--- src/rtl/kl8_tty.sv ---
// kl8_tty: PDP-8 KL8E-style console teletype controller.
// Decodes keyboard (device 03) and printer (device 04) IOTs, holds the keyboard
// buffer, both device flags and the console interrupt enable, and drives the
// byte-level transmit handshake.
// Optional feature macro: KL8_IE_EN enables KIE/TSK and the interrupt-enable gate.
module kl8_tty #(
    parameter logic [5:0] KBD_DEV = 6'o03,
    parameter logic [5:0] TTY_DEV = 6'o04
) (
    input  logic        clk,
    input  logic        rst_n,
    input  logic        iot,
    input  logic [11:0] mb,
    input  logic [11:0] ac_in,
    output logic        ac_clr,
    output logic [11:0] ac_or,
    output logic        skip,
    output logic        irq,
    input  logic [7:0]  rx_data,
    input  logic        rx_strobe,
    output logic [7:0]  tx_data,
    output logic        tx_strobe,
    input  logic        tx_ready
);

    typedef enum logic [1:0] {TIdle, TLaunch, TBusy, TDone} tx_state_e;

    tx_state_e  tx_q, tx_d;
    logic [7:0] kbuf;
    logic       kflag;
    logic       pflag;
    logic       ie;
    logic       tx_done;

    logic       kbd_sel, tty_sel;
    logic [2:0] op;

    assign op      = mb[2:0];
    assign kbd_sel = iot && (mb[8:3] == KBD_DEV);
    assign tty_sel = iot && (mb[8:3] == TTY_DEV);

    // Keyboard ops
    logic k_kcf, k_ksf, k_kcc, k_krs, k_kie, k_krb;
    assign k_kcf = kbd_sel && (op == 3'd0);
    assign k_ksf = kbd_sel && (op == 3'd1);
    assign k_kcc = kbd_sel && (op == 3'd2);
    assign k_krs = kbd_sel && (op == 3'd4);
    assign k_krb = kbd_sel && (op == 3'd6);

    // Printer ops
    logic t_tfl, t_tsf, t_tcf, t_tpc, t_tsk, t_tls;
    assign t_tfl = tty_sel && (op == 3'd0);
    assign t_tsf = tty_sel && (op == 3'd1);
    assign t_tcf = tty_sel && (op == 3'd2);
    assign t_tpc = tty_sel && (op == 3'd4);
    assign t_tls = tty_sel && (op == 3'd6);

`ifdef KL8_IE_EN
    assign k_kie = kbd_sel && (op == 3'd5);
    assign t_tsk = tty_sel && (op == 3'd5);

    // Interrupt enable, loaded from AC bit 0 by KIE
    always_ff @(posedge clk or negedge rst_n) begin
        if (!rst_n) begin
            ie <= 1'b1;
        end else if (k_kie) begin
            ie <= ac_in[0];
        end
    end
`else
    assign k_kie = 1'b0;
    assign t_tsk = 1'b0;
    assign ie    = 1'b1;
`endif

    logic print_req, kflag_clr, pflag_set, pflag_clr;
    assign print_req = t_tpc | t_tls;
    assign kflag_clr = k_kcf | k_kcc | k_krb;
    assign pflag_set = t_tfl | tx_done;
    assign pflag_clr = t_tcf | t_tls;

    // Decode outputs are combinational in the IOT cycle
    always_comb begin
        skip   = (k_ksf & kflag) | (t_tsf & pflag) | (t_tsk & (kflag | pflag));
        ac_clr = k_kcc | k_krb;
        ac_or  = (k_krs | k_krb) ? {4'b0, kbuf} : 12'b0;
        irq    = ie & (kflag | pflag);
    end

    // Keyboard buffer and device flags; a set always beats a same-cycle clear
    always_ff @(posedge clk or negedge rst_n) begin
        if (!rst_n) begin
            kbuf  <= 8'h00;
            kflag <= 1'b0;
            pflag <= 1'b0;
        end else begin
            if (rx_strobe) begin
                kbuf  <= rx_data;
                kflag <= 1'b1;
            end else if (kflag_clr) begin
                kflag <= 1'b0;
            end
            if (pflag_set) begin
                pflag <= 1'b1;
            end else if (pflag_clr) begin
                pflag <= 1'b0;
            end
        end
    end

    // Transmit byte is captured only when the transmitter is free
    always_ff @(posedge clk or negedge rst_n) begin
        if (!rst_n) begin
            tx_data <= 8'h00;
        end else if ((tx_q == TIdle) && print_req) begin
            tx_data <= ac_in[7:0];
        end
    end

    // TX FSM state register
    always_ff @(posedge clk or negedge rst_n) begin
        if (!rst_n) begin
            tx_q <= TIdle;
        end else begin
            tx_q <= tx_d;
        end
    end

    // TX FSM next state; prints requested while not idle are dropped
    always_comb begin
        tx_d      = tx_q;
        tx_strobe = 1'b0;
        tx_done   = 1'b0;
        unique case (tx_q)
            TIdle:   if (print_req) tx_d = TLaunch;
            TLaunch: begin
                tx_strobe = 1'b1;
                tx_d      = TBusy;
            end
            TBusy:   if (!tx_ready) tx_d = TDone;
            TDone: begin
                if (tx_ready) begin
                    tx_done = 1'b1;
                    tx_d    = TIdle;
                end
            end
            default: tx_d = TIdle;
        endcase
    end

    logic unused_bits;
    assign unused_bits = ^{mb[11:9], ac_in[11:8], ac_in[0], k_kie};

endmodule

--- config.mk ---
export PLATFORM = sky130hd
export DESIGN_NAME = kl8_tty
export DESIGN_NICKNAME = d
export VERILOG_FILES = /design/src/rtl/kl8_tty.sv
export SDC_FILE = /design/constraint.sdc
export NUM_CORES = 1
export LEC_CHECK = 0
export CAP_MARGIN = 10
export CORE_MARGIN = 2
export CORE_UTILIZATION = 35
export CTS_BUF_LIST = sky130_fd_sc_hd__clkbuf_2
export CTS_CLUSTER_DIAMETER = 80
export CTS_CLUSTER_SIZE = 25
export DETAILED_ROUTE_END_ITERATION = 10
export HOLD_SLACK_MARGIN = 0.03
export PLACE_DENSITY = 0.74
export SYNTH_ARGS = -nofsm -noshare
export SYNTH_HDL_FRONTEND = slang
export SYNTH_SLANG_ARGS = --single-unit
--- constraint.sdc ---
create_clock -name clk -period 1.5 [get_ports clk]
set_clock_uncertainty 0.2 [all_clocks]
set_input_delay 0.225 -clock clk [delete_from_list [all_inputs] [get_ports clk]]
set_output_delay 0.225 -clock clk [all_outputs]
set_load 0.1 [all_outputs]
==> reports/results.ini <==
[status]
status=complete, but fails checks
failed_checks=negative setup slack

[routing]
wl_met3_um=215
wirelength_met1_mm=1.15
met2_length_mm=1.54
viasPerCell=5.04
drt-total-wl_mm=2.94
detail-route-antenna-nets=0
top_layer_used=met4
via_count=973
drt-initial-drc-count=13
drt_drc_violations_left=0
routedWlPerCell_um=15.2
drtPass1Iterations=4

[power_and_ir_drop]
irDropWorstVdd_mv=0.829
p_leak_nw=0.929
pwr_density_cell_nw_per_um2=990

[timing]
slew_violations=0
rsz0062_at_grt=true
fmax_ghz=0.540
layout_setup_ws_ns=-0.350
period_needed_ns=1.85
hold_violations=0
period_share_pct=123
setup_viol=23
whs_ns=0.117

[logic_synthesis]
synthCells=87
synth.avg_cell_area_um2=12.2
synth.distinct_cells=26
syn-cell-area_um2=1060
yosysWarnings=0
yosys.area.top_type=dfrtp_1
synth-edff-count=0
synth_top_cell_area_share_pct=47.1
ys_seq_elements=20
yosys-top-cells-area=dfrtp_1 47%, mux2_2 17%, and3_1 4.7%, ha_1 4.7%, nor4b_4 4.5%
async_reset_ff_share_pct=100
ys.flop_type=dfrtp_1
seq_area_frac_synth_pct=47.1

[layout]
layout.filler_cells=190
final_layout_size_suffix_gt1_share_pct=57.4
post-route-cell-area_um2=2140
antennaDiodeCount=0
fin_nets=204
multi_input_area_um2=667
area_delta_synth_final_pct=101
seq_area_um2=502

[global_routing]
antenna_found_initial=0
grt_pass1_vias=1106
grt_use_total_pct=18.6
grt-ovfl-total=0
grt_max_degree=21
grt_pass1_wl_mm=4.97

[flow_run]
cap_violations=0

[placement]
dpl.hpwl_mm=2.21
pre_cts_slack_ns=-0.709
portBuffers=49
place.gp.congestion=0.715
place_area_um2=1950

[critical_path]
critical_path.max_fanout=5
crit_required_ns=1.07
cp-end-kind=output port
worst_setup_path_start_kind=input port
worstPathArrival_ns=1.43
regToRegSetupSlack_ns=-0.06
criticalPathCategory=in2out

[clock_network]
htree_levels=1
cts.path.max_buffers=2
clockRootBuffer=clkbuf_2
clk_pin_slew_worst_paths_ns=0.19
cts_buffers=3
clkSinkCount=20
clk_latency_ns=0.32
cts_tree=yes

[floorplan]
start_util_pct=37.5
die-area_um2=3490
ios=61
coreArea_um2=2830
rows=19
die_height_um=59.1
die_w_um=59.1

[worst_hold_path]
min_path_type=in2reg

==> cells in the mapped netlist (all sizes together) (2+ instances only) <==
cell type and instances:
and3 8, clkbuf 2, dfrtp 20, mux2 16, nor2 4, ha 4, nand3 4, nand2 2
buf 4, nor4b 3, a31oi 3, a21o 3, inv 3
==> layout make-up <==
type / count / share of cell area (%)
clock inverter: 1 / 0.176
inverter: 3 / 0.644
timing repair buffer: 74 / 41.9
clock buffer: 3 / 0.703
sequential: 20 / 23.5
tap: 31 / 1.82
multi-input combinational: 61 / 31.2
==> registers in the layout, summed over array words and instances, names as in the netlist <==
name and flops:
tx_data 8, kflag 1, kbuf 8, tx_q 2, pflag 1
==> path summary, 6_finish.rpt <==
kind                                      from                endpoint  depth (start not counted)
setup / recovery                         mb[8]                ac_or[7]                          6
setup reg to reg           tx_q[0]$_DFFE_PN0P_     tx_q[1]$_DFFE_PN0P_                          6
hold / removal                           mb[8]       pflag$_DFFE_PN0P_                          4
max in group asynchronous                rst_n     tx_q[0]$_DFFE_PN0P_                          3
hold reg to reg            kbuf[7]$_DFFE_PN0P_     kbuf[7]$_DFFE_PN0P_                          1
min in group asynchronous                rst_n  tx_data[1]$_DFFE_PN0P_                          3
==> where the power goes <==
part | internal [W] | switching [W] | leakage [nW]
Clock | 0.0000580 | 0.000165 | 0.0140
Combinational | 0.000615 | 0.000593 | 0.669
Sequential | 0.000612 | 0.0000715 | 0.246
==> routing by layer <==
layer  GRT usage, %  vias to the layer above
met5              0                        -
met4           5.84                        0
met3           4.37                        5
met2           34.0                       40
met1           21.4                      468
li1               -                      460
==> critical path: stages <==
cell and delay [ns]:
buf_6 0.09, nor4b_4 0.27, nor4b_4 0.28, buf_4 0.19, and3_4 0.19, buf_12 0.17
==> kinds of logic after synthesis <==
kind of cell	synth area share (%)
other	0.353
buffers and inverters	4.59
muxes	17.9
DFF	47.1
adders and majority gates	4.71
AOI/OAI and AO/OA	7.42
and+or+nand+nor	17.9
==> placed cells by master (no fill, tap or decap), types with 2 or more instances in the layout <==
cell type	instances
and3_4	8
dfrtp_1	19
clkbuf_2	4
nor2_1	2
buf_12	20
dlygate4sd2_1	3
clkdlybuf4s15_1	2
clkdlybuf4s50_1	20
a31oi_1	3
nand3_1	3
mux2_2	14
a21o_1	3
mux2_4	2
nor4b_4	2
buf_6	9
conb_1	4
ha_4	4
buf_4	17
==> per-stage QoR <==
step           TNS, ns  cells  power (W)  util (%)
2_1_floorplan    -4.36     90    0.00116         -
3_3_place_gp    -13.73    182    0.00150      69.0
3_5_place_dp    -14.22    182    0.00155      69.0
4_1_cts          -3.91    191    0.00199      74.0
5_1_grt          -4.96    193    0.00222      75.5
6_report         -3.94    193    0.00211      75.5
==> what timing repair did <==
item	CTS	global route
gates resized for setup	43	9
hold buffers	1	0
endpoints found under the hold margin	20	0
pin swaps	10	7
cloned	1	0
endpoints found under the setup margin	24	23
buffers inserted	3	2
No activity file was read; power rests on OpenSTA's default activity.
